--- config.mk ---
export PLATFORM = sky130hd
export DESIGN_NAME = stream_writer_flat
export DESIGN_NICKNAME = d
export VERILOG_FILES = /design/src/rtl/stream_pkg.sv /design/src/rtl/stream_writer_if.sv /design/src/rtl/stream_pattern_gen.sv /design/src/rtl/stream_writer.sv /design/src/flat_wrapper.sv
export SDC_FILE = /design/constraint.sdc
export NUM_CORES = 1
export LEC_CHECK = 0
export BUFFER_PORTS_ARGS = -buffer_cell sky130_fd_sc_hd__clkbuf_2
export CORE_AREA = 2 2 252 254
export CTS_CLUSTER_DIAMETER = 40
export CTS_CLUSTER_SIZE = 12
export DETAILED_ROUTE_END_ITERATION = 12
export DIE_AREA = 0 0 254 256
export MAX_ROUTING_LAYER = met4
export PLACE_DENSITY = 0.36
export SKIP_LAST_GASP = 1
export SLEW_MARGIN = 20
export SYNTH_ARGS = -nofsm -noshare
export SYNTH_HDL_FRONTEND = slang
export SYNTH_SLANG_ARGS = --single-unit
--- constraint.sdc ---
create_clock -name clk -period 8.6 [get_ports clk]
set_clock_uncertainty 0.05 [all_clocks]
set_input_delay 1.72 -clock clk [delete_from_list [all_inputs] [get_ports clk]]
set_output_delay 1.72 -clock clk [all_outputs]
set_load 0.01 [all_outputs]
--- src/rtl/stream_pkg.sv ---
// Shared constants, FSM state type and data-pattern helper for the stream
// writer and its companion read monitor.
package stream_pkg;

   localparam int unsigned WRITE_STREAM_MAXSIZE = 230400;
   localparam int unsigned STREAM_ADDR_SHIFT    = 2;
   localparam int unsigned ADDR_LSB             = $clog2(WRITE_STREAM_MAXSIZE) + STREAM_ADDR_SHIFT;

   localparam int unsigned BURST_BYTES       = 1024;
   localparam int unsigned BURST_SHIFT       = $clog2(BURST_BYTES);
   localparam int unsigned BURSTS_PER_STREAM = WRITE_STREAM_MAXSIZE / BURST_BYTES;
   localparam int unsigned BEATS_PER_BURST   = 16;
   localparam int unsigned BEAT_IN_BURST_W   = $clog2(BEATS_PER_BURST);
   localparam int unsigned BEATS_PER_STREAM  = BURSTS_PER_STREAM * BEATS_PER_BURST;
   localparam int unsigned BEAT_W            = $clog2(BEATS_PER_STREAM);
   localparam int unsigned BURST_W           = $clog2(BURSTS_PER_STREAM);

   localparam int unsigned WORD_W         = 32;
   localparam int unsigned WORDS_PER_BEAT = 16;
   localparam int unsigned WORD_IDX_W     = $clog2(WORDS_PER_BEAT);
   localparam int unsigned DATA_W         = WORD_W * WORDS_PER_BEAT;
   localparam int unsigned STRB_W         = DATA_W / 8;
   localparam int unsigned ADDR_W         = 32;
   localparam int unsigned ID_W           = 4;

   typedef enum logic [2:0] {IDLE, AW, W, DRAIN, DONE} state_e;

   // Word k of beat b carries a running 16-bit word count 16*b + k.
   function automatic logic [WORD_W-1:0] pattern_word(
      input logic [7:0]            stream,
      input logic [7:0]            iter,
      input logic [BEAT_W-1:0]     beat,
      input logic [WORD_IDX_W-1:0] k
   );
      logic [15:0] cnt;
      cnt = 16'({beat, k});
      return {stream, iter, cnt};
   endfunction

endpackage

--- src/rtl/stream_writer_if.sv ---
// AXI write-channel bundle (AW, W, B) between the stream writer and memory.
interface stream_writer_if;
   import stream_pkg::*;

   logic [ADDR_W-1:0] AWADDR;
   logic [ID_W-1:0]   AWID;
   logic [7:0]        AWLEN;
   logic [2:0]        AWSIZE;
   logic [1:0]        AWBURST;
   logic              AWVALID;
   logic              AWREADY;
   logic [DATA_W-1:0] WDATA;
   logic [STRB_W-1:0] WSTRB;
   logic              WLAST;
   logic              WVALID;
   logic              WREADY;
   logic [1:0]        BRESP;
   logic              BVALID;
   logic              BREADY;

   modport master (
      output AWADDR, AWID, AWLEN, AWSIZE, AWBURST, AWVALID,
      output WDATA, WSTRB, WLAST, WVALID, BREADY,
      input  AWREADY, WREADY, BRESP, BVALID
   );

   modport slave (
      input  AWADDR, AWID, AWLEN, AWSIZE, AWBURST, AWVALID,
      input  WDATA, WSTRB, WLAST, WVALID, BREADY,
      output AWREADY, WREADY, BRESP, BVALID
   );

endinterface

--- src/rtl/stream_pattern_gen.sv ---
// Combinational test-pattern generator: one full write beat from the current
// stream index, iteration tag and beat-within-stream counter.
module stream_pattern_gen
   import stream_pkg::*;
(
   input  logic [7:0]        stream,
   input  logic [7:0]        iter,
   input  logic [BEAT_W-1:0] beat,
   output logic [DATA_W-1:0] wdata
);

   always_comb begin
      wdata = '0;
      for (int unsigned k = 0; k < WORDS_PER_BEAT; k++) begin
         wdata[k*WORD_W +: WORD_W] = pattern_word(stream, iter, beat, WORD_IDX_W'(k));
      end
   end

endmodule

--- src/rtl/stream_writer.sv ---
// Writes num_streams fixed-size pattern streams to memory as 16-beat INCR
// bursts, limiting the number of bursts awaiting a write response.
module stream_writer
   import stream_pkg::*;
#(
   parameter int unsigned MAX_OUTSTANDING = 4
)(
   input  logic       clk,
   input  logic       reset,
   input  logic       start,
   input  logic [7:0] num_streams,
   input  logic [7:0] iter_num,
   output logic       busy,
   output logic       done,
   output logic       error_detect,
   stream_writer_if.master axi
);

   localparam int unsigned OUT_W = 4;

   state_e               state_q, state_d;
   logic [7:0]           last_stream_q, last_stream_d;
   logic [7:0]           iter_q, iter_d;
   logic [7:0]           stream_q, stream_d;
   logic [BURST_W-1:0]   burst_q, burst_d;
   logic [BEAT_W-1:0]    beat_q, beat_d;
   logic [ID_W-1:0]      awid_q, awid_d;
   logic [OUT_W-1:0]     outstanding_q, outstanding_d;
   logic                 error_q, error_d;

   logic                 aw_valid, w_valid, busy_int, w_last;
   logic                 aw_hs, w_hs, b_hs, b_accept;
   logic [DATA_W-1:0]    pattern;

   stream_pattern_gen u_pattern (
      .stream (stream_q),
      .iter   (iter_q),
      .beat   (beat_q),
      .wdata  (pattern)
   );

   always_comb begin
      aw_valid = (state_q == AW) && (outstanding_q < OUT_W'(MAX_OUTSTANDING));
      w_valid  = (state_q == W);
      busy_int = (state_q != IDLE);
      w_last   = w_valid && (&beat_q[BEAT_IN_BURST_W-1:0]);
      aw_hs    = aw_valid && axi.AWREADY;
      w_hs     = w_valid && axi.WREADY;
      b_hs     = busy_int && axi.BVALID;
      b_accept = b_hs && (outstanding_q != '0);
   end

   assign axi.AWVALID = aw_valid;
   assign axi.AWADDR  = (ADDR_W'(stream_q) << ADDR_LSB) + (ADDR_W'(burst_q) << BURST_SHIFT);
   assign axi.AWID    = awid_q;
   assign axi.AWLEN   = 8'(BEATS_PER_BURST - 1);
   assign axi.AWSIZE  = 3'($clog2(DATA_W / 8));
   assign axi.AWBURST = 2'b01;
   assign axi.WVALID  = w_valid;
   assign axi.WDATA   = w_valid ? pattern : '0;
   assign axi.WSTRB   = '1;
   assign axi.WLAST   = w_last;
   assign axi.BREADY  = busy_int;

   assign busy         = busy_int;
   assign done         = (state_q == DONE);
   assign error_detect = error_q;

   always_comb begin
      state_d       = state_q;
      last_stream_d = last_stream_q;
      iter_d        = iter_q;
      stream_d      = stream_q;
      burst_d       = burst_q;
      beat_d        = beat_q;
      awid_d        = awid_q;
      outstanding_d = outstanding_q;
      error_d       = error_q;

      // A response with nothing outstanding is dropped but still flagged.
      if (b_hs && ((outstanding_q == '0) || (axi.BRESP != 2'b00))) begin
         error_d = 1'b1;
      end

      if (aw_hs && !b_accept) begin
         outstanding_d = outstanding_q + OUT_W'(1);
      end else if (!aw_hs && b_accept) begin
         outstanding_d = outstanding_q - OUT_W'(1);
      end

      unique case (state_q)
         IDLE: begin
            if (start) begin
               state_d       = AW;
               last_stream_d = num_streams - 8'd1;
               iter_d        = iter_num;
               stream_d      = '0;
               burst_d       = '0;
               beat_d        = '0;
            end
         end
         AW: begin
            if (aw_hs) begin
               state_d = W;
               awid_d  = awid_q + ID_W'(1);
            end
         end
         W: begin
            if (w_hs) begin
               beat_d = beat_q + BEAT_W'(1);
               if (w_last) begin
                  state_d = AW;
                  if (burst_q == BURST_W'(BURSTS_PER_STREAM - 1)) begin
                     burst_d = '0;
                     beat_d  = '0;
                     if (stream_q == last_stream_q) begin
                        state_d = DRAIN;
                     end else begin
                        stream_d = stream_q + 8'd1;
                     end
                  end else begin
                     burst_d = burst_q + BURST_W'(1);
                  end
               end
            end
         end
         DRAIN: begin
            if (outstanding_q == '0) begin
               state_d = DONE;
            end
         end
         DONE: begin
            state_d = IDLE;
         end
         default: begin
            state_d = IDLE;
         end
      endcase
   end

   always_ff @(posedge clk or posedge reset) begin
      if (reset) begin
         state_q       <= IDLE;
         last_stream_q <= '0;
         iter_q        <= '0;
         stream_q      <= '0;
         burst_q       <= '0;
         beat_q        <= '0;
         awid_q        <= '0;
         outstanding_q <= '0;
         error_q       <= 1'b0;
      end else begin
         state_q       <= state_d;
         last_stream_q <= last_stream_d;
         iter_q        <= iter_d;
         stream_q      <= stream_d;
         burst_q       <= burst_d;
         beat_q        <= beat_d;
         awid_q        <= awid_d;
         outstanding_q <= outstanding_d;
         error_q       <= error_d;
      end
   end

endmodule

--- src/flat_wrapper.sv ---
// flat-port wrapper written by rule: the top's interface ports become plain ports
module stream_writer_flat import stream_pkg::*;
#(
   parameter int unsigned MAX_OUTSTANDING = 4
)
  (clk, reset, start, num_streams, iter_num, busy, done, error_detect, axi_AWADDR, axi_AWID, axi_AWLEN, axi_AWSIZE, axi_AWBURST, axi_AWVALID, axi_WDATA, axi_WSTRB, axi_WLAST, axi_WVALID, axi_BREADY, axi_AWREADY, axi_WREADY, axi_BRESP, axi_BVALID);
  stream_writer_if axi_i ();
  input  logic clk;
  input  logic reset;
  input  logic start;
  input  logic [7:0] num_streams;
  input  logic [7:0] iter_num;
  output logic busy;
  output logic done;
  output logic error_detect;
  output wire logic [$bits(axi_i.AWADDR)-1:0] axi_AWADDR;
  output wire logic [$bits(axi_i.AWID)-1:0] axi_AWID;
  output wire logic [$bits(axi_i.AWLEN)-1:0] axi_AWLEN;
  output wire logic [$bits(axi_i.AWSIZE)-1:0] axi_AWSIZE;
  output wire logic [$bits(axi_i.AWBURST)-1:0] axi_AWBURST;
  output wire logic [$bits(axi_i.AWVALID)-1:0] axi_AWVALID;
  output wire logic [$bits(axi_i.WDATA)-1:0] axi_WDATA;
  output wire logic [$bits(axi_i.WSTRB)-1:0] axi_WSTRB;
  output wire logic [$bits(axi_i.WLAST)-1:0] axi_WLAST;
  output wire logic [$bits(axi_i.WVALID)-1:0] axi_WVALID;
  output wire logic [$bits(axi_i.BREADY)-1:0] axi_BREADY;
  input wire logic [$bits(axi_i.AWREADY)-1:0] axi_AWREADY;
  input wire logic [$bits(axi_i.WREADY)-1:0] axi_WREADY;
  input wire logic [$bits(axi_i.BRESP)-1:0] axi_BRESP;
  input wire logic [$bits(axi_i.BVALID)-1:0] axi_BVALID;
  assign axi_AWADDR = axi_i.AWADDR;
  assign axi_AWID = axi_i.AWID;
  assign axi_AWLEN = axi_i.AWLEN;
  assign axi_AWSIZE = axi_i.AWSIZE;
  assign axi_AWBURST = axi_i.AWBURST;
  assign axi_AWVALID = axi_i.AWVALID;
  assign axi_WDATA = axi_i.WDATA;
  assign axi_WSTRB = axi_i.WSTRB;
  assign axi_WLAST = axi_i.WLAST;
  assign axi_WVALID = axi_i.WVALID;
  assign axi_BREADY = axi_i.BREADY;
  assign axi_i.AWREADY = axi_AWREADY;
  assign axi_i.WREADY = axi_WREADY;
  assign axi_i.BRESP = axi_BRESP;
  assign axi_i.BVALID = axi_BVALID;
  stream_writer #(.MAX_OUTSTANDING(MAX_OUTSTANDING)) u_core (.clk(clk), .reset(reset), .start(start), .num_streams(num_streams), .iter_num(iter_num), .busy(busy), .done(done), .error_detect(error_detect), .axi(axi_i));
endmodule
### Word-level counts from Yosys, hierarchy flattened

Index checks and enable logic that the tools add are counted.

| word-level totals | value |
|---|---|
| memories kept | 0 |
| output and inout port bits | 632 |
| logic and storage cells | 83 |
| RAM bits | 0 |
| latch bits | 0 |
| bits of input ports | 24 |
| bits in registers | 56 |
| bits in read-only memories | 0 |

| cells by class | value |
|---|---|
| equality and inequality tests | 13 |
| bitwise operators | 0 |
| order comparisons | 1 |
| shifts and indexed selects | 0 |
| reductions and logical operators | 26 |
| mux-type cells | 26 |
| $add $sub $neg | 8 |
| $mul | 0 |
| divide/modulo/power cells | 0 |

Operators by type and width:

| cell | number |
|---|---|
| 512-bit 2-to-1 mux | 1 |
| 8-bit 2-to-1 mux | 8 |
| 12-bit 2-to-1 mux | 4 |
| 8-bit case mux with 2 select lines | 2 |
| 28-bit by 18-bit adder with 29-bit output | 1 |
| 12-bit case mux with 2 select lines | 1 |
| 3-bit 2-to-1 mux | 6 |
| 8-bit by 1-bit adder with 8-bit output, second input constant | 2 |
| 12-bit by 1-bit adder with 12-bit output, second input constant | 1 |
| 3-bit case mux with 4 select lines | 1 |
| 2-bit inequality test, second input constant | 5 |
| 1-bit logical AND | 9 |
| 4-bit by 1-bit adder with 4-bit output, second input constant | 2 |
| 8-bit equality test | 1 |
| 8-bit equality test, second input constant | 1 |
| 4-bit 2-to-1 mux | 2 |
| 4-bit AND reduction | 2 |
| 8-bit by 1-bit subtractor with 8-bit output, second input constant | 1 |
| 3-bit by 2-bit equality test with 1-bit output, second input constant | 2 |
| 6-bit AND reduction | 1 |
| 2-bit nonzero test | 3 |
| 5-bit AND reduction | 1 |
| 4-bit zero test | 1 |
| 4-bit by 3-bit < comparator with 1-bit output, second input constant | 1 |
| 12 further kinds | 15 |

### Longest topological paths before layout

Gate-level depths: netlist of the first run.

| logic depth | value |
|---|---|
| word-level depth | 7 |
| gate-level depth with buffers | 12 |
| gate-level depth less buffers | 11 |

### By module

From an unflattened synthesis of the first run, not the netlist that was laid out.

| unflattened totals | value |
|---|---|
| cell total of the unflattened synthesis | 1,469 |
| area total of the unflattened synthesis | 10,923.0 µm² |

Modules (own cells, without submodules):

| module | instances | area an instance (µm²) | seq. area each (µm²) | cells an instance |
|---|---|---|---|---|
| stream_writer | 1 | 7,071.8 | 1,401.3 | 955 |
| stream_pattern_gen | 1 | 3,851.2 | 0.0 | 514 |

### Least setup slack after synthesis of the first run

OpenSTA, ideal clock, no wires.

| path | value |
|---|---|
| path type | flip-flop to output port |
| start point | register u_core.state_q[0] |
| end point | output axi_WDATA[120] |
| buffers on the path | 2 |
| arrival | 2.589 ns |
| cell stages (with the launch flop) | 7 |
| setup slack | 4.241 ns |
| required time | 6.830 ns |
| cell sequence | dfrtp_1 > nor2_2 > nand2_2 > inv_1 > clkbuf_1 > and2_1 > buf_4 |

| on the way | value |
|---|---|
| cells in the longest elaborated chain, start to end | 2 |

Ends and longest elaborated chain:

| element | line | source |
|---|---|---|
| start, declared | stream_writer.sv:21 | `state_e state_q, state_d;` |
| start signal, assigned | stream_writer.sv:153 | `state_q <= state_d;` |
| 3-bit by 2-bit equality test with 1-bit output | stream_writer.sv:44 | `w_valid = (state_q == W);` |
| net axi_WVALID | flat_wrapper.sv:25 | `output wire logic [$bits(axi_i.WVALID)-1:0] axi_WVALID;` |
| 512-bit 2-to-1 mux | stream_writer.sv:60 | `assign axi.WDATA = w_valid ? pattern : '0;` |
| end, declared | flat_wrapper.sv:22 | `output wire logic [$bits(axi_i.WDATA)-1:0] axi_WDATA;` |

The timed path passes the listed nets, and every way through them passes these cells.

### Worst setup path after layout of the first run

| path | value |
|---|---|
| start point | register u_core.state_q[0] |
| end point | output axi_WDATA[310] |

| on the way | value |
|---|---|
| cells in the longest elaborated chain, start to end | 2 |

Ends and longest elaborated chain:

| element | line |
|---|---|
| 3-bit by 2-bit equality test with 1-bit output | stream_writer.sv:44 |
| 512-bit 2-to-1 mux | stream_writer.sv:60 |

Every way passes these cells.

==> results summary, run 1 <==
The cell family contributing the most delay on the critical path is simple AND/OR/NAND/NOR gates. The number of nets in the layout came out at 1,004. The post-cts repair resize count is 0. The number of flops mapped to enable cells by yosys came out at 0. The endpoint required time on the critical path is 6.83 ns.

For this design, the CTS-stage hold fixing added 0 buffers. The warning count from the yosys run came out at 0. On the worst path, the slowest cell contributes a delay of 0.62 ns. The worst setup path is launched from a flip-flop. The worst-case headroom to the max-slew limit came out at 35.6%. Net switching is 47.0% of the power. The maximum vdd ir drop is 0.0677 mV. The mean routed wirelength per cell came out at 10.1 um. The final weighted congestion of routability-driven global placement came out at 0.714.

The worst hold path belongs to the class reg -> reg. After the first detailed-routing iteration, the DRC count stood at 130. The number of buffers added for setup after CTS came out at 0.

Setup repair after global routing left no endpoint under its margin. The clock tree buffer depth came out at 2. In this run the biggest area consumer among cell types represents 58.1% of the synthesized area. The combinational share of power came out at 53.9%. The fmax came out at 0.215 GHz. The design area is 7410 sq um. The final route contains 4,820 vias.

Ranked by instance count, the synthesized netlist is headed by 578 x sky130_fd_sc_hd__buf_4, 56 x sky130_fd_sc_hd__dfrtp_1, 31 x sky130_fd_sc_hd__and2_1. Walking the worst path, the cells encountered are nor2_2 -> nand2_2 -> inv_2 -> buf_4 -> and2_1 -> clkbuf_2. The post-synthesis instance total came out at 898. The number of filler cells placed in the layout came out at 7,301. The clock latency of the later-clocked register in the worst-skew pair is 0.32 ns. The slowest stage of the critical path is the sky130_fd_sc_hd__and2_1 cell. The post-placement cell area came out at 7260 sq um. Signal routing reaches up to met4. Entering global routing, the biggest net connects 57 pins.

The antenna violation net count after detailed routing came out at 0. The cell sitting at the root of the clock tree is a sky130_fd_sc_hd__clkbuf_16. The category of the worst setup path capture point is an output pin. The total global routing overflow is 0. The count of different cell masters after synthesis is 46. The fraction of layout cells with a size suffix above 1 came out at 58.0%. The detailed route wirelength on metal2 came out at 9740 um.

The clock input transition at the sequential cells of the worst setup and hold paths came out at 0.08 ns. The start-to-end type of the worst setup path is reg -> out. Each instance of the synthesized netlist takes up on average 8.32 sq um. TritonCTS built the clock tree. The clock buffer count from CTS came out at 5. The floorplan die area is 65,000 sq um. The first global-routing pass estimated 25,100 um of wire.

The final worst-path cycle share is 54.0%. The proportion of register bits with asynchronous set or reset after synthesis came out at 100%. The run finished with clean final reports. The number of cell rows is 92. The number of hold violations in the final report is 0. The I/O pin count came out at 656. The tree built by TritonCTS fans out to 56 sinks. The number of global-route vias before repair came out at 3,713. The total power density per cell area came out at 185 nW/um^2. Sequential cells were found to cover 18.8% of the synthesized design area. For this design the total switching power over the nets is 0.000645 W. The H-tree was split into 2 levels. The count of buffer and inverter cells on the critical path came out at 3. The number of remaining DRC errors is 0. The die extent in y came out at 256 um. The routed length on met3 came out at 1540 um.

The first detailed-routing pass took 4 iterations. The cell accounting for the most synthesized area is sky130_fd_sc_hd__buf_4. The number of slew-limit violations in the final report came to 0. The netlist area before placement came out at 7470 sq um. Subtracting the final worst setup slack from the clock period gives 4.65 ns. In the synthesized netlist the dominant register cell turns out to be sky130_fd_sc_hd__dfrtp_1. The post-synthesis sequential element count came out at 56. The arrival time at the worst endpoint is 2.88 ns. After routing, the total negative slack on setup checks comes to 0 ns.

Once detailed placement completed, the half-perimeter wirelength came to 15,100 um. The area growth from synthesis to final layout is -0.704%. The footprint of the multi-input gates is 2080 sq um.

Across the run, the number of max-cap violations was 0. For the pin with the worst max-slew slack, the measured transition is 0.961 ns. The sum of routed wire length over all layers came out at 18,400 um. The dominant cell by count in the synthesized netlist is sky130_fd_sc_hd__buf_4. The die outline width is 254 um. In the final routing, the length of wire on met1 measures 6900 um. The starting density of the core came out at 12.0%. In this run the static leakage power is 4.25 nW.

Across every metal layer, demand over resource in global routing totals 5.27%. The total setup violations reported at the end of the flow is 0. After synthesis, the cell types taking the most area are sky130_fd_sc_hd__buf_4 58%, sky130_fd_sc_hd__dfrtp_1 19%, sky130_fd_sc_hd__and2_1 2.6%. After floorplanning, the core was sized to cover 62,400 sq um. The internal cell power is 0.000728 W. The initial antenna violation count was 2. The largest fanout on the critical path came out at 46. The relative contribution of the clock network to total power is 16.8%. The part of the total power dissipated in sequential elements is 29.3%. In this run the tool buffered the top-level ports with 530 buffer cells. The sequential cells in the finished layout cover a total of 1400 sq um. The core utilization of the finished layout came out at 11.9%. The per-cell via count in the routed design came out at 2.65.
-- layer usage --
metal | vias to the layer above | global-route usage, %
met4 | 0 | 1.96
met2 | 311 | 9.55
met3 | 9 | 1.01
met5 | - | -
met1 | 2206 | 5.62
li1 | 2294 | -
-- flip-flops by register name (all words and copies together) (netlist names) --
signal                cells
u_core.axi.AWID           4
u_core.stream_q           8
u_core.outstanding_q      4
u_core.state_q            3
u_core.beat_q            12
u_core.burst_q            8
u_core.error_detect       1
u_core.iter_q             8
u_core.last_stream_q      8
-- cell families after synthesis --
kind of cell             Yosys count  synth area share (%)
AO/OA/AOI/OAI                     53                  4.29
XOR/XNOR                          32                  3.75
adder cells (fa/ha/maj)           10                  1.78
buffers and inverters            602                  59.6
flip-flops                        56                  18.8
multiplexers                      11                  1.71
other                              2                 0.101
AND/OR/NAND/NOR                  132                  10.0
-- cell type report --
type / count / share of cell area, %
clock buffers: 6 / 1.87
diodes: 2 / 0.0675
repair buffers: 534 / 36.2
flip-flops and latches: 56 / 18.9
clock inverters: 2 / 0.186
inverters: 10 / 0.506
well taps: 846 / 14.3
multi-input cells: 363 / 28.0
-- layout by cell type, fill, tap and decap left out, drive strengths merged --
cell | synthesis | layout
clkbuf | 7 | 536
conb | 2 | 125
dfrtp | 56 | 56
and2 | 31 | 31
nor2 | 25 | 25
a21oi | 21 | 21
nand2 | 19 | 19
xnor2 | 18 | 18
o21ai | 16 | 16
xor2 | 14 | 14
nand3 | 12 | 12
nand4 | 11 | 11
mux2 | 11 | 11
inv | 10 | 11
ha | 9 | 9
o31ai | 8 | 8
and3 | 8 | 8
or4 | 7 | 7
nor3 | 5 | 5
or3 | 4 | 4
buf | 585 | 4
nor3b | 3 | 3
nor4 | 3 | 3
diode | 0 | 2
a21o | 2 | 2
o211a | 1 | 1
nand2b | 1 | 1
nor2b | 1 | 1
a311oi | 1 | 1
a211oi | 1 | 1
o22ai | 1 | 1
and4 | 1 | 1
nand4bb | 1 | 1
o211ai | 1 | 1
a31o | 1 | 1
fa | 1 | 1
clkinv | 0 | 1
-- through the flow --
stage | hold WS, ns | setup WS (ns) | std cells | total power (W)
5_1_grt | 0.458 | 3.59 | 1819 | 0.00151
6_report | 0.427 | 3.95 | 1819 | 0.00137
4_1_cts | 0.432 | 3.82 | 1817 | 0.00142
3_3_place_gp | 0.411 | 4.30 | 1809 | 0.00116
2_1_floorplan | 0.419 | 4.24 | 1021 | 0.00116
3_5_place_dp | 0.412 | 4.19 | 1809 | 0.00117
-- final timing paths --
| check | end | startpoint | cells past startpoint | slack [ns] |
|---|---|---|---|---|
| worst max-delay path | axi_WDATA[310] | u_core.state_q[0] | 6 | 3.95 |
| worst min-delay path | u_core.error_detect | u_core.error_detect | 1 | 0.43 |
| worst max register to register | u_core.outstanding_q[3] | u_core.state_q[2] | 11 | 5.90 |
| worst min register to register | u_core.error_detect | u_core.error_detect | 1 | 0.43 |
| max in group asynchronous | u_core.stream_q[4] | reset | 3 | 6.38 |
| min in group asynchronous | u_core.iter_q[7] | reset | 3 | 1.56 |
-- power by group through the flow --
stage          clock network (W)  registers, W  logic [W]
2_1_floorplan                  0      0.000392   0.000766
3_3_place_gp                   0      0.000409   0.000755
3_5_place_dp                   0      0.000410   0.000763
4_1_cts                 0.000251      0.000405   0.000765
5_1_grt                 0.000258      0.000416   0.000834
6_report                0.000231      0.000402   0.000740
-- worst reg2reg max path, stage by stage, from the launching register on --
cell	delay, ns
sky130_fd_sc_hd__dfrtp_1	0.43
sky130_fd_sc_hd__nand2b_1	0.19
sky130_fd_sc_hd__nor4_1	0.34
sky130_fd_sc_hd__and2_1	0.31
sky130_fd_sc_hd__ha_1	0.22
sky130_fd_sc_hd__inv_1	0.09
sky130_fd_sc_hd__ha_1	0.28
sky130_fd_sc_hd__a21o_1	0.17
sky130_fd_sc_hd__a21oi_1	0.17
sky130_fd_sc_hd__xnor2_1	0.14
sky130_fd_sc_hd__nor2_1	0.07
sky130_fd_sc_hd__xor2_1	0.14
(Power assumes the default switching activity.)
==> run 2: changes to the inputs <==
--- a/config.mk
+++ b/config.mk
@@ -6,13 +6,13 @@
 export NUM_CORES = 1
 export LEC_CHECK = 0
 export BUFFER_PORTS_ARGS = -buffer_cell sky130_fd_sc_hd__clkbuf_2
-export CORE_AREA = 2 2 252 254
+export CORE_AREA = 2 2 256 258
 export CTS_CLUSTER_DIAMETER = 40
 export CTS_CLUSTER_SIZE = 12
 export DETAILED_ROUTE_END_ITERATION = 12
-export DIE_AREA = 0 0 254 256
+export DIE_AREA = 0 0 258 260
 export MAX_ROUTING_LAYER = met4
-export PLACE_DENSITY = 0.36
+export PLACE_DENSITY = 0.37
 export SKIP_LAST_GASP = 1
 export SLEW_MARGIN = 20
 export SYNTH_ARGS = -nofsm -noshare
==> constraint.sdc (replaced) <==
create_clock -name clk -period 3.9 [get_ports clk]
set_clock_uncertainty 0.05 [all_clocks]
set_input_delay 0.78 -clock clk [delete_from_list [all_inputs] [get_ports clk]]
set_output_delay 0.78 -clock clk [all_outputs]
set_load 0.01 [all_outputs]
==> run 2 against run 1 <==
  * Hold slack improved by 0.0038 ns
  * Combinational power rose by 120%
  * Routed wire length up 0.99%
  * Non-clock buffer count is 2 higher
  * Sequential share of layout area fell by 0.15 points
  * Via count up 0.75%
  * Design area grew 0.79%
  * Critical path depth unchanged
  * First-iteration DRC count shrank 48%
  * Register-to-register slack lost 4.7 ns
  * Clock-buffer cell count down 1
  * Critical endpoint is now axi_WDATA[210]
  * Largest cell class unchanged
==> results summary, run 2 (synthesized netlist as in run 1, its figures left out) <==
The number of filler cells placed in the layout is 7,430. The leakage power summed over all cells came out at 4.27 nW. The number of hold violations in the final report came to 0.

The most congested layer reported by global routing is met2. The library cell used most frequently in the layout, excluding fill and tap cells, is sky130_fd_sc_hd__clkbuf_2. The design area came out at 7470 sq um.

Derived from the worst setup path, the maximum achievable clock frequency is 0.285 GHz. The number of cell rows is 93. The core utilization of the finished layout is 11.7%. The final worst-path cycle share came out at 89.9%.

The congestion estimate from routability-driven global placement came to 0.679. The antenna violation net count after detailed routing came out at 0. The hold buffer count at cts is 0. The worst hold path belongs to the class reg -> reg.

The initial antenna violation count came out at 2. For this run, global-route usage on met1 was measured as 5.41%. The floorplan step defined a die boundary enclosing 67,100 sq um. The total power density per cell area came out at 417 nW/um^2. The number of remaining DRC errors is 0. The least setup slack across all paths after layout is 0.393 ns. The area growth from synthesis to final layout is 0.0838%. In this run the worst path has a maximum fanout of 22. The detailed router placed 4,856 vias in this run. The fraction of layout cells with a size suffix above 1 is 58.1%. The max-cap check violation count is 0. TritonCTS built the clock tree.

Counting every sink on the clock net gives 56. For the pin with the worst max-slew slack, the measured transition is 0.963 ns. From bottom edge to top edge, the die measures 260 um. The area inside the core boundary came out at 64,100 sq um. The number of buffers added for setup after CTS came out at 0.

The multi-input combinational cells in the finished layout cover a total of 2080 sq um. For the worst setup path, the data required time is 3.07 ns. The fraction of met2 tracks used by global routing is 8.68%. Clock-pin slew was measured on the worst setup and hold paths at 0.09 ns. The register with the most flip-flops in the layout has 12 of them.

Setup violations remaining at the end of the flow were counted as 0. The number of DRC markers after the initial detailed-route iteration is 67. Once the floorplan was initialized, standard cells occupied 11.6% of the core. The number of slew-limit violations in the final report was 0. The critical path in this run is classified as reg -> out. Setup repair after global routing left no endpoint under its margin. The first global-routing pass estimated 23,900 um of wire. The die is 258 um wide. Clock tree synthesis selected as its root buffer the cell sky130_fd_sc_hd__clkbuf_16.

The post-placement cell area is 7300 sq um. At the placement stage, the worst setup path has a slack of 0.677 ns. The later pin in the worst-skew pair is clocked with a latency of 0.32 ns. The accumulated negative setup slack came out at 0 ns. The number of global-route vias before repair is 3,583.

The worst setup path is launched from a flip-flop. In the layout the commonest cells are 530 x sky130_fd_sc_hd__clkbuf_2, 125 x sky130_fd_sc_hd__conb_1, 56 x sky130_fd_sc_hd__dfrtp_1. The arrival time at the worst endpoint came out at 2.68 ns. For this run, the total global-route usage over all layers was measured as 4.93%.

The met3 track utilization from global routing is 1.37%. The worst path in the final design needs a cycle of 3.51 ns, including I/O delays and setup. STA classifies the critical path endpoint as an output pin. The number of nets in the layout came out at 1,006. The I/O pin count is 656. For this block, the routed nets add up to 18,600 um of wire. The maximum vdd ir drop is 0.150 mV.

The post-cts repair resize count is 0. The per-cell via count in the routed design is 2.65. The worst-case headroom to the max-slew limit came out at 35.5%. The mean routed wirelength per cell is 10.2 um. The flow ran to the end, and the final reports show no timing, DRC or antenna violations. The largest net degree at the start of global routing came out at 57. The total global routing overflow is 0. The area taken by flip-flops and latches came out at 1400 sq um. The register with the highest flop count is u_core.beat_q. The longest clock path from root to sink contains 2 buffers. The wire-length estimate of the detail-placed layout is 15,400 um. In this run, CTS created clock tree buffers numbering 5. The iteration count of the initial detailed-routing pass is 4. The quantity of I/O buffers inserted on ports came out at 530. The H-tree was split into 2 levels.
## run 2: changes by cell type in the layout (fill, tap and decap cells not counted)
cell,delta
sky130_fd_sc_hd__bufinv_16,+1
sky130_fd_sc_hd__diode_2,+2
sky130_fd_sc_hd__buf_4,+1
sky130_fd_sc_hd__clkbuf_8,-1
sky130_fd_sc_hd__clkinvlp_4,+1
sky130_fd_sc_hd__inv_6,-1
sky130_fd_sc_hd__buf_12,+1
## run 2: stage by stage
| stage | total power [W] | std cells | hold WS (ns) |
|---|---|---|---|
| 6_report | 0.00311 | 1832 | 0.431 |
| 5_1_grt | 0.00338 | 1829 | 0.460 |
| 4_1_cts | 0.00321 | 1828 | 0.437 |
| 3_5_place_dp | 0.00261 | 1820 | 0.424 |
| 3_3_place_gp | 0.00260 | 1820 | 0.415 |
| 2_1_floorplan | 0.00255 | 1021 | 0.419 |
## run 2: cell type report
| class | count | share of cell area [%] |
|---|---|---|
| clock inverter | 3 | 0.569 |
| multi-input combinational | 363 | 27.8 |
| clock buffer | 5 | 1.67 |
| antenna | 4 | 0.134 |
| timing repair buffer | 536 | 36.3 |
| tap | 855 | 14.3 |
| sequential | 56 | 18.8 |
| inverter | 10 | 0.502 |
## run 2: power breakdown
part	internal, W	switching [W]	leakage, nW
Clock	0.000304	0.000258	0.0798
Sequential	0.000735	0.000156	0.718
Combinational	0.000630	0.00103	3.47
Total	0.00167	0.00145	4.27
## run 2: per-layer routing
| layer | vias to the layer above | share of wire [%] |
|---|---|---|
| li1 | 2302 | - |
| met1 | 2197 | 37 |
| met2 | 345 | 52 |
| met3 | 12 | 9.7 |
| met4 | 0 | 1.5 |
| met5 | - | 0 |
## run 2: critical path, stage by stage, from the launching register on
cell	delay, ns
sky130_fd_sc_hd__dfrtp_1	0.45
sky130_fd_sc_hd__nor2_2	0.24
sky130_fd_sc_hd__nand2_2	0.19
sky130_fd_sc_hd__inv_2	0.48
sky130_fd_sc_hd__buf_4	0.29
sky130_fd_sc_hd__and2_1	0.47
sky130_fd_sc_hd__clkbuf_2	0.23
## run 2: final timing paths
check                                   startpoint                 endpoint  slack (ns)  cells past startpoint
worst max register to register   u_core.state_q[2]  u_core.outstanding_q[3]        1.19                     11
min in group asynchronous                    reset         u_core.iter_q[3]        0.58                      3
worst max-delay path             u_core.state_q[0]           axi_WDATA[210]        0.39                      6
max in group asynchronous                    reset       u_core.stream_q[0]        2.60                      3
worst min register to register  u_core.axi.AWID[3]       u_core.axi.AWID[3]        0.43                      1
worst min-delay path            u_core.axi.AWID[3]       u_core.axi.AWID[3]        0.43                      1
==> run 3: changes to the inputs <==
==> constraint.sdc (replaced) <==
create_clock -name clk -period 3.9 [get_ports clk]
set_clock_uncertainty 0.05 [all_clocks]
set_input_delay 1.17 -clock clk [delete_from_list [all_inputs] [get_ports clk]]
set_output_delay 1.17 -clock clk [all_outputs]
set_load 0.01 [all_outputs]
==> run 3 against run 2 <==
  * Critical path depth is the same
  * First-iteration DRC count grew 12%
  * Maximum frequency shrank 0.31%
  * Flip-flop and latch count is the same
  * Sequential share of layout area is essentially flat
  * Via count grew 0.33%
  * Sequential power is essentially flat
  * Die area is the same
  * Core utilization is essentially flat
  * Setup slack lost 0.011 ns
  * Critical endpoint is now axi_WDATA[274]
==> results summary, run 3 (synthesized netlist as in run 1, its figures left out) <==
The first-pass GRT wire length is 24,000 um. The die extent in y is 260 um. The number of global-route vias before repair is 3,619. The half-perimeter wire length after detailed placement came out at 15,600 um. The mean routed wirelength per cell came out at 10.2 um. The clock tree from TritonCTS is done. The accumulated negative setup slack is 0 ns. The number of DRC markers after the initial detailed-route iteration is 75.

The number of buffers added for setup after CTS came out at 0. Leaving out fill and tap cells, the most frequent cell in the layout is sky130_fd_sc_hd__clkbuf_2. In this run the clock root is driven by a sky130_fd_sc_hd__clkbuf_16. The worst hold-check path type is reg -> reg. The starting density of the core came out at 11.6%. The quantity of I/O buffers inserted on ports came out at 530. The worst hold slack across all endpoints came out at 0.424 ns. The total power density per cell area came out at 409 nW/um^2. For this run, design rule violations remaining after detail routing come to 0.

The number of nets in the layout is 1,010. The flip-flop count of the largest register, all copies and words added came out at 12. After detailed routing, the number of vias per cell comes to 2.66. The arrival time at the worst endpoint is 2.30 ns. The pin slew with the least headroom to its limit is 0.887 ns. The flow ran to the end, and the final reports show no timing, DRC or antenna violations. The clock period minus final worst setup slack came out at 3.52 ns. After floorplanning, the core was divided into 93 placement rows.

Setup repair after global routing left no endpoint under its margin. The I/O pin count came out at 656. The level count of the clock H-tree is 2.

The number of clock sinks seen by CTS came out at 56. Global routing used 4.93% of the available tracks. In this run the deepest clock path goes through 2 buffers. The worst setup path is captured at an output pin. The leakage power summed over all cells is 4.28 nW.

The design area came out at 7460 sq um. The die covers 67,100 sq um. The number of non-filler instances in the completed layout is 1,832. In this run, CTS created clock tree buffers numbering 5. The iteration count of the initial detailed-routing pass came out at 4. Setup violations remaining at the end of the flow were counted as 0. The largest fanout on the critical path came out at 16. Clock-pin slew was measured on the worst setup and hold paths at 0.08 ns.

The maximum vdd ir drop is 0.147 mV. The sum of routed wire length over all layers is 18,700 um. The endpoint required time on the critical path came out at 2.68 ns. The number of hold violations in the final report came out at 0. The max-cap check violation count is 0. The final critical path takes up 90.2% of the cycle. The area inside the core boundary came out at 64,100 sq um.

The post-placement cell area is 7310 sq um. The number of placed instances with taps included is 1,824. The startpoint class of the critical path is a flip-flop. The initial antenna violation count came to 0. The clock latency of the later-clocked register in the worst-skew pair came out at 0.31 ns. The final weighted congestion of routability-driven global placement came out at 0.691. The antenna violation net count after detailed routing came out at 0.

The die outline width is 258 um. Cells fill 11.6% of the core in the end. In the layout the commonest cells are 530 x sky130_fd_sc_hd__clkbuf_2, 125 x sky130_fd_sc_hd__conb_1, 56 x sky130_fd_sc_hd__dfrtp_1. The fmax came out at 0.284 GHz.

The area growth from synthesis to layout is -0.0502%. The worst setup path is of the reg -> out kind. After filler insertion, the fill cell instance count of the layout stands at 7,414.

The number of hold buffers added after CTS was 0. The worst-case headroom to the max-slew limit is 40.5%. The number of vias in the routed layout came out at 4,872.

u_core.beat_q holds more flip-flops than any other register. The number of slew-limit violations in the final report is 0. The total global routing overflow is 0.

The largest net degree at the start of global routing came out at 36. The antenna diode count came out at 0. The number of gates resized after CTS was 0. The fraction of layout cells with a size suffix above 1 is 58.1%.
[run 3: power by group]
part           switching (W)  internal, W  total [W]
clock network       0.000246     0.000258   0.000504
logic                0.00102     0.000633    0.00166
registers           0.000158     0.000735   0.000893
total                0.00143      0.00163    0.00305
[run 3: final timing paths]
kind | start | to | slack, ns | depth (start not counted)
max in group asynchronous | reset | u_core.axi.AWID[3] | 2.49 | 3
worst min-delay path | u_core.error_detect | u_core.error_detect | 0.42 | 1
worst min register to register | u_core.error_detect | u_core.error_detect | 0.42 | 1
min in group asynchronous | reset | u_core.iter_q[3] | 0.83 | 3
worst max-delay path | u_core.state_q[0] | axi_WDATA[274] | 0.38 | 6
worst max register to register | u_core.state_q[2] | u_core.outstanding_q[3] | 1.14 | 11
[run 3: stage by stage]
step	setup WS, ns	power (W)
floorplan	0.0912	0.00255
global placement	0.694	0.00261
detailed placement	0.644	0.00262
CTS	0.284	0.00316
global route	0.110	0.00334
finish	0.382	0.00305
[run 3: final cells by class]
class / count / area (sq um) / share of cell area [%]
inverter: 10 / 37.5 / 0.503
multi-input combinational: 363 / 2080 / 27.8
timing repair buffer: 540 / 2730 / 36.5
clock buffer: 7 / 143 / 1.91
clock inverter: 1 / 7.51 / 0.101
tap: 855 / 1070 / 14.3
sequential: 56 / 1400 / 18.8
[run 3: worst max-delay path: stages (launching register included)]
cell and delay (ns):
sky130_fd_sc_hd__dfrtp_1 0.45, sky130_fd_sc_hd__nor2_2 0.24, sky130_fd_sc_hd__nand2_2 0.10, sky130_fd_sc_hd__inv_2 0.18, sky130_fd_sc_hd__buf_4 0.29, sky130_fd_sc_hd__and2_1 0.49, sky130_fd_sc_hd__clkbuf_2 0.23
[run 3: routing by layer]
layer	routed length [um]	vias to the layer above	track usage (%)	part of all wire (%)
met1	6740	2223	5.18	36
met3	1510	8	0.994	8.1
met5	0	-	-	0
met2	10300	339	9.37	55
li1	-	2302	-	-
met4	164	0	1.20	0.88
